===== config.mk =====
export PLATFORM = sky130hd
export DESIGN_NAME = load_store_unit_flat
export DESIGN_NICKNAME = d
export VERILOG_FILES = /design/src/rtl/load_store_unit_if.sv /design/src/rtl/load_store_unit.sv /design/src/flat_wrapper.sv
export SDC_FILE = /design/constraint.sdc
export NUM_CORES = 1
export LEC_CHECK = 0
export ABC_AREA = 0
export CORE_ASPECT_RATIO = 1.4
export CORE_UTILIZATION = 51
export DETAILED_ROUTE_END_ITERATION = 10
export GPL_TIMING_DRIVEN = 0
export PLACE_DENSITY_LB_ADDON = 0.2
export SYNTH_ARGS = -nofsm -noshare
export SYNTH_HDL_FRONTEND = slang
export SYNTH_SLANG_ARGS = --single-unit

===== constraint.sdc =====
create_clock -name sysCLK -period 4 [get_ports sysCLK]
set_input_delay 0.8 -clock sysCLK [delete_from_list [all_inputs] [get_ports sysCLK]]
set_output_delay 0.8 -clock sysCLK [all_outputs]
set_load 0.01 [all_outputs]

===== src/rtl/load_store_unit_if.sv =====
// rtl/load_store_unit_if.sv - CPU request/response and data-memory port bundle of the load/store unit
interface load_store_unit_if #(parameter int addrW = 16);
  logic             reqValid;
  logic             reqReady;
  logic             reqWrite;
  logic [2:0]       funct3;
  logic [31:0]      byteAddr;
  logic [31:0]      storeData;
  logic             rspValid;
  logic [31:0]      loadData;
  logic             misaligned;
  logic [addrW-1:0] memAddr;
  logic [31:0]      memDataW;
  logic             memWE;
  logic [31:0]      memDataR;

  modport master (
    output reqValid, reqWrite, funct3, byteAddr, storeData, memDataR,
    input  reqReady, rspValid, loadData, misaligned, memAddr, memDataW, memWE
  );

  modport slave (
    input  reqValid, reqWrite, funct3, byteAddr, storeData, memDataR,
    output reqReady, rspValid, loadData, misaligned, memAddr, memDataW, memWE
  );
endinterface


===== src/rtl/load_store_unit.sv =====
// rtl/load_store_unit.sv - RISC-V byte load/store to word memory, sub-word stores as read-modify-write
module load_store_unit #(
  parameter int addrW = 16
) (
  input logic              sysCLK,
  input logic              resetN,
  load_store_unit_if.slave bus
);

  typedef enum logic [2:0] {IDLE, RD, DATA, WR, RESP} state_t;

  state_t           state, state_nxt;
  logic             lat_write;
  logic [2:0]       lat_f3;
  logic [1:0]       lat_lane;
  logic [31:0]      lat_data;
  logic             lat_err;
  logic [addrW-1:0] mem_addr;
  logic [31:0]      mem_data_w;
  logic [31:0]      load_data;

  logic             accept;
  logic             f3_bad;
  logic             addr_bad;
  logic             req_err;
  logic [7:0]       byte_sel;
  logic [15:0]      half_sel;
  logic [31:0]      ext;
  logic [31:0]      merged;
  logic             unused_bits;

  assign unused_bits = ^bus.byteAddr[31:addrW+2];
  assign accept      = (state == IDLE) && bus.reqValid;

  always_comb begin
    f3_bad = 1'b0;
    if (bus.reqWrite)
      f3_bad = !(bus.funct3 inside {3'b000, 3'b001, 3'b010});
    else
      f3_bad = bus.funct3 inside {3'b011, 3'b110, 3'b111};
    addr_bad = ((bus.funct3[1:0] == 2'b01) && bus.byteAddr[0]) ||
               ((bus.funct3 == 3'b010) && (bus.byteAddr[1:0] != 2'b00));
    req_err  = f3_bad || addr_bad;
  end

  always_ff @(posedge sysCLK or negedge resetN) begin
    if (!resetN)
      state <= IDLE;
    else
      state <= state_nxt;
  end

  always_comb begin
    state_nxt = state;
    case (state)
      IDLE: if (bus.reqValid) begin
        if (req_err)
          state_nxt = RESP;
        else if (bus.reqWrite && (bus.funct3 == 3'b010))
          state_nxt = WR;
        else
          state_nxt = RD;
      end
      RD:      state_nxt = DATA;
      DATA:    state_nxt = lat_write ? WR : RESP;
      WR:      state_nxt = RESP;
      RESP:    state_nxt = IDLE;
      default: state_nxt = IDLE;
    endcase
  end

  always_comb begin
    bus.reqReady   = resetN && (state == IDLE);
    bus.rspValid   = (state == RESP);
    bus.misaligned = (state == RESP) && lat_err;
    bus.memWE      = (state == WR);
    bus.memAddr    = mem_addr;
    bus.memDataW   = mem_data_w;
    bus.loadData   = load_data;
  end

  // Lane extraction for loads and lane merge for sub-word stores, both from the word read in DATA.
  always_comb begin
    byte_sel = bus.memDataR[{lat_lane, 3'b000} +: 8];
    half_sel = lat_lane[1] ? bus.memDataR[31:16] : bus.memDataR[15:0];
    case (lat_f3)
      3'b000:  ext = {{24{byte_sel[7]}}, byte_sel};
      3'b100:  ext = {24'h0, byte_sel};
      3'b001:  ext = {{16{half_sel[15]}}, half_sel};
      3'b101:  ext = {16'h0, half_sel};
      default: ext = bus.memDataR;
    endcase
    merged = bus.memDataR;
    if (lat_f3 == 3'b000)
      merged[{lat_lane, 3'b000} +: 8] = lat_data[7:0];
    else if (lat_f3 == 3'b001) begin
      if (lat_lane[1])
        merged[31:16] = lat_data[15:0];
      else
        merged[15:0] = lat_data[15:0];
    end
  end

  always_ff @(posedge sysCLK or negedge resetN) begin
    if (!resetN) begin
      lat_write  <= 1'b0;
      lat_f3     <= 3'b000;
      lat_lane   <= 2'b00;
      lat_data   <= 32'h0;
      lat_err    <= 1'b0;
      mem_addr   <= '0;
      mem_data_w <= 32'h0;
      load_data  <= 32'h0;
    end else if (accept) begin
      lat_write  <= bus.reqWrite;
      lat_f3     <= bus.funct3;
      lat_lane   <= bus.byteAddr[1:0];
      lat_data   <= bus.storeData;
      lat_err    <= req_err;
      mem_addr   <= bus.byteAddr[addrW+1:2];
      mem_data_w <= bus.storeData;
      load_data  <= 32'h0;
    end else if (state == DATA) begin
      if (lat_write)
        mem_data_w <= merged;
      else
        load_data <= ext;
    end
  end

endmodule


===== src/flat_wrapper.sv =====
// flat-port wrapper written by rule: the top's interface ports become plain ports
module load_store_unit_flat 
#(
  parameter int addrW = 16
)
  (sysCLK, resetN, bus_reqValid, bus_reqWrite, bus_funct3, bus_byteAddr, bus_storeData, bus_memDataR, bus_reqReady, bus_rspValid, bus_loadData, bus_misaligned, bus_memAddr, bus_memDataW, bus_memWE);
  load_store_unit_if #(.addrW(addrW)) bus_i ();
  input logic sysCLK;
  input logic resetN;
  input wire logic [$bits(bus_i.reqValid)-1:0] bus_reqValid;
  input wire logic [$bits(bus_i.reqWrite)-1:0] bus_reqWrite;
  input wire logic [$bits(bus_i.funct3)-1:0] bus_funct3;
  input wire logic [$bits(bus_i.byteAddr)-1:0] bus_byteAddr;
  input wire logic [$bits(bus_i.storeData)-1:0] bus_storeData;
  input wire logic [$bits(bus_i.memDataR)-1:0] bus_memDataR;
  output wire logic [$bits(bus_i.reqReady)-1:0] bus_reqReady;
  output wire logic [$bits(bus_i.rspValid)-1:0] bus_rspValid;
  output wire logic [$bits(bus_i.loadData)-1:0] bus_loadData;
  output wire logic [$bits(bus_i.misaligned)-1:0] bus_misaligned;
  output wire logic [$bits(bus_i.memAddr)-1:0] bus_memAddr;
  output wire logic [$bits(bus_i.memDataW)-1:0] bus_memDataW;
  output wire logic [$bits(bus_i.memWE)-1:0] bus_memWE;
  assign bus_i.reqValid = bus_reqValid;
  assign bus_i.reqWrite = bus_reqWrite;
  assign bus_i.funct3 = bus_funct3;
  assign bus_i.byteAddr = bus_byteAddr;
  assign bus_i.storeData = bus_storeData;
  assign bus_i.memDataR = bus_memDataR;
  assign bus_reqReady = bus_i.reqReady;
  assign bus_rspValid = bus_i.rspValid;
  assign bus_loadData = bus_i.loadData;
  assign bus_misaligned = bus_i.misaligned;
  assign bus_memAddr = bus_i.memAddr;
  assign bus_memDataW = bus_i.memDataW;
  assign bus_memWE = bus_i.memWE;
  load_store_unit #(.addrW(addrW)) u_core (.sysCLK(sysCLK), .resetN(resetN), .bus(bus_i));
endmodule

# Word level (Yosys, flattened, before mapping)
# Cells that the tools add are included.
# word_totals
inputBits	103
output_inout_bits	84
elab_cells	66
register_bits	106
# classes
n_mux	19
add_sub_neg	1
shifts	3
reduce_logical	19
n_eq_ne	15
# op_table
cell	n
2-to-1 mux 32 bit	8
case mux 32 bit (4 select lines)	1
2-to-1 mux 16 bit	3
bitwise mux 32 bit	1
variable shift 8 x 7 -> 32 bit, first input constant	1
indexed part select 32 x 6 -> 8 bit	1
indexed part select 8 x 7 -> 32 bit	1
equality test 3 bit, second input constant	5
equality test 3 x 2 -> 1 bit, second input constant	4
case mux 3 bit (4 select lines)	1
equality test 3 x 1 -> 1 bit, second input constant	3
logical NOT 3 bit	3
2-to-1 mux 3 bit	3
negation 5 -> 7 bit	1
logical AND 1 bit	6
nonzero test 2 bit	3
nonzero test 3 bit	2
!= test 2 bit, second input constant	2
AND reduction 2 bit	2
equality test 2 x 1 -> 1 bit, second input constant	1
logical OR 1 bit	2
2-to-1 mux 2 bit	1
logical NOT 1 bit	1
2-to-1 mux 1 bit	1

# Logic depth before layout (Yosys ltp)
# depth
depth_word	8
mapped_depth	9
mapped_depth_nobuf	6

# Worst setup path after synthesis
# Ideal clock, no wire load.
# synth_timing
path_type	register to register
from	reg u_core.lat_lane[1]
to	reg u_core.mem_data_w[16], in the netlist u_core.bus.memDataW[16]
period_less_slack_ns	2.328
n_path_buf	3
setup_slack_ns	1.672
stages_incl_launch_ff	10
t_arrival_ns	2.202
cell_sequence	dfrtp_1 > buf_2 > clkinv_1 > clkbuf_1 > ha_1 > nor4bb_1 > buf_1 > a221oi_1 > a211oi_1 > a221o_1
# synth_via
elab_chain_cells	7
# synth_lines
item	line_no	text
from (decl)	load_store_unit.sv:15	logic [1:0] lat_lane;
from (signal assigned)	load_store_unit.sv:117	lat_lane <= bus.byteAddr[1:0];
negation 5 -> 7 bit	load_store_unit.sv:95	merged[{lat_lane, 3'b000} +: 8] = lat_data[7:0];
indexed part select 8 x 7 -> 32 bit / variable shift 8 x 7 -> 32 bit (equally long branches)	load_store_unit.sv:95	
bitwise mux 32 bit	load_store_unit.sv:95	
2-to-1 mux 32 bit *	load_store_unit.sv:94	if (lat_f3 == 3'b000)
2-to-1 mux 32 bit *	load_store_unit.sv:124	if (lat_write)
2-to-1 mux 32 bit *	load_store_unit.sv:123	end else if (state == DATA) begin
2-to-1 mux 32 bit *	load_store_unit.sv:114	end else if (accept) begin
to (signal assigned)	load_store_unit.sv:121	mem_data_w <= bus.storeData;
to (signal assigned)	load_store_unit.sv:125	mem_data_w <= merged;
to (decl)	load_store_unit.sv:19	logic [31:0] mem_data_w;
# Every way passes the cells marked *; elsewhere a longest branch is shown, timed or not. The select of a mux whose other input is x is not followed.
# A chain may end at the register's enable or synchronous reset.

# Final worst setup path
# layout_timing
from	reg u_core.lat_lane[1]
to	reg u_core.mem_data_w[23], in the netlist u_core.bus.memDataW[23]
# Same word-level chain as after synthesis.

==> key figures <==
Clocking
  • Clk pin slew, worst setup/hold paths: 0.07 ns
  • CTS tree: built
  • Post-CTS sizing: 0
  • Num CTS Buffers: 9
  • Post-CTS Setup Bufs: 0
  • Htree depth: 3
  • Clock Latency Late Sink: 0.35 ns
  • Clk root buf: clkbuf_16
  • Clk sinks: 106
  • Maximum root-to-sink buffer count: 2
  • CTS Hold Bufs: 0

Setup path
  • CP endpoint kind: flip-flop
  • Worst setup SP type: flip-flop
  • Slowest-stage cell, CP: dfrtp_1
  • Worst setup path end: u_core.bus.memDataW[23]
  • CP max FO: 12
  • CP Launch Point: u_core.lat_lane[1]
  • Slowest stage delay, CP: 0.44 ns
  • Arr. time, crit path: 3.53 ns
  • Crit Path Category: flip-flop to flip-flop
  • Register-to-Register Path Depth: 9
  • RR Endpoint: u_core.bus.memDataW[23]
  • R2r startpoint: u_core.lat_lane[1]
  • FF-to-FF setup slack: 0.76 ns
  • Crit-path cells: buf_2, clkinv_1, clkbuf_1, ha_1, nor4bb_1, buf_1, a221oi_1, a211oi_1, a221o_1
  • Required time of the worst setup path: 4.29 ns

Logic synthesis
  • Register area share after synthesis: 43.6%
  • Mapped Area: 6080 um2
  • Mean Syn Cell Area: 9.44 um2
  • EDFF count, synth: 0
  • FF+latch count, synth: 106
  • Ys async rst share: 100%
  • Number of synthesis warnings: 0
  • Post-Syn Nets: 752
  • Post-Syn Instances: 644
  • Post-synth top flop: dfrtp_1
  • Synth cell types: 49

Pwr
  • LEAKAGE: 0.00343 uW
  • VDD IR max: 0.440 mV
  • Power per cell area: 801 nW/um2

Global route
  • Antenna violations before repair: 0
  • Total GRT Usage: 37.0%
  • GRT overflow: 0
  • Largest net degree at the start of global routing: 56
  • First-pass GRT wire length: 34800 um
  • Vias in the first global route: 6520

Detailed routing
  • First-pass DRT Iterations: 5
  • DRC: 0
  • Vias per inst: 6.46
  • Final WL: 22400 um
  • DR iter-0 viols: 526
  • Per-cell routed wire length: 22.9 um
  • Post-DRT Antenna Nets: 0
  • Via Count: 6309

Timing
  • Endpoints failing hold: 0
  • Tmin final: 3.24 ns
  • Tcrit/Tclk final: 81.0%
  • Worst hold margin: 0.471 ns
  • Setup TNS: 0 ns
  • F_max: 0.309 GHz
  • Setup Viol. Count Final: 0
  • Slew HR: 50.7%
  • Setup Skew: 0.0124 ns
  • RSZ-0062 raised after global routing: no
  • Worst slew pin tran: 0.735 ns
  • Fin worst setup slack: 0.759 ns
  • Max-slew violations: 0

Final layout
  • P&R area growth vs syn: 36.5%
  • Filler Cells Inserted: 892
  • Fin util: 72.5%
  • Final #Nets: 936
  • Leading cell types in the layout, fill and taps excluded: 171 x clkdlybuf4s50_1, 127 x nand2_1, 106 x dfrtp_1
  • Non-Filler Instances: 976
  • Most common cell after layout, fill and taps aside: clkdlybuf4s50_1
  • Ant. Diodes: 0
  • Share of layout cells above drive strength 1: 8.77%

Hold path
  • Hold Crit Class: flip-flop to flip-flop

Floorplan
  • Core Area: 11500 um2
  • Die Ht: 131 um
  • Initial Util: 53.1%
  • # rows: 46
  • # IOs: 187
  • Die area: 12400 um2
  • DIE WIDTH: 94.3 um

Placement
  • RePlAce Congestion: 0.950
  • Final HPWL DP: 17000 um
  • Place WS: 0.907 ns
  • DP Cell Count: 961
  • PortBufs: 172

Flow run
  • Maxcap violations: 0

Outcome
  • Status: completed
through the flow:
| step | power [uW] | instance area (um2) |
|---|---|---|
| 6_report | 6650 | 8300 |
| 5_1_grt | 7030 | 8300 |
| 4_1_cts | 6610 | 8300 |
| 3_5_place_dp | 5690 | 8010 |
| 3_3_place_gp | 5570 | 7980 |
| 2_1_floorplan | 4040 | 6080 |
final cells by class:
type                       instances  area [um2]  share of cell area [%]
multi-input combinational        460        3080                    37.1
sequential                       106        2650                    32.0
timing repair buffer             173        1750                    21.0
buffer                            63         297                    3.57
clock buffer                      10         229                    2.76
tap                              144         180                    2.17
clock inverter                     5        62.6                   0.754
inverter                          15        56.3                   0.678
synth_stat cells (all sizes together), types with 2 or more instances:
cell type	number	share of area (%)
ha	5	1.0
nor3b	9	1.1
nor2	19	1.2
o31ai	8	0.99
a22oi	8	0.99
mux4	8	3.0
a221oi	25	3.7
a21oi	10	0.82
nor4bb	3	0.49
buf	38	3.3
or4	2	0.25
nor4b	2	0.29
clkbuf	25	1.6
dfrtp	106	44
inv	14	0.86
nor3	24	2.1
o2bb2ai	8	1.2
nand2b	20	2.2
or3	3	0.31
nand2	127	7.8
o22ai	24	2.5
a221o	49	8.1
a211oi	26	3.4
o21a	14	1.7
o21ai	31	2.6
mux2	9	1.7
o211ai	14	1.7
and2	2	0.21
logic make-up after synthesis:
logic type	count (synthesis)	synth area share, %
AO/OA/AOI/OAI	221	28.2
AND/OR/NAND/NOR	217	16.7
buffers and inverters	78	5.80
flip-flops	106	43.6
multiplexers	17	4.63
adder cells (fa/ha/maj)	5	1.03
state kept, by name (all words and copies together), names as in the netlist:
name	cells
u_core.lat_f3	3
u_core.state	3
u_core.lat_data	16
u_core.lat_write	1
u_core.lat_err	1
u_core.bus.loadData	32
u_core.lat_lane	2
u_core.bus.memDataW	32
u_core.bus.memAddr	16
metal layers:
metal / GRT usage, % / share of wire (%) / up-vias
li1: - / - / 2799
met1: 44.1 / 37 / 3053
met2: 61.2 / 50 / 364
met3: 6.13 / 7.0 / 93
met4: 22.1 / 6.2 / 0
met5: 0 / 0 / -
worst min path at each step:
| stage | start | to | depth (start not counted) |
|---|---|---|---|
| final | u_core.bus.memAddr[14] | u_core.bus.memAddr[14] | 2 |
| after global routing | u_core.bus.memAddr[12] | u_core.bus.memAddr[12] | 2 |
| after CTS | u_core.bus.memAddr[14] | u_core.bus.memAddr[14] | 2 |
| after detailed placement | u_core.bus.memAddr[14] | u_core.bus.memAddr[14] | 2 |
| after global placement | u_core.bus.memAddr[12] | u_core.bus.memAddr[12] | 2 |
| after floorplan | u_core.lat_err | u_core.lat_err | 2 |
critical path: cells and delay by family (launching register included):
family,cells,cell delay [ns]
buf+inv,4,1.36
compound gates,3,0.64
flops,1,0.44
fa+ha+maj,1,0.44
simple gates,1,0.30
power by group:
part | switching (uW) | internal, uW
Clock | 409 | 487
Sequential | 429 | 1570
Combinational | 2020 | 1730
(Power assumes the default switching activity.)
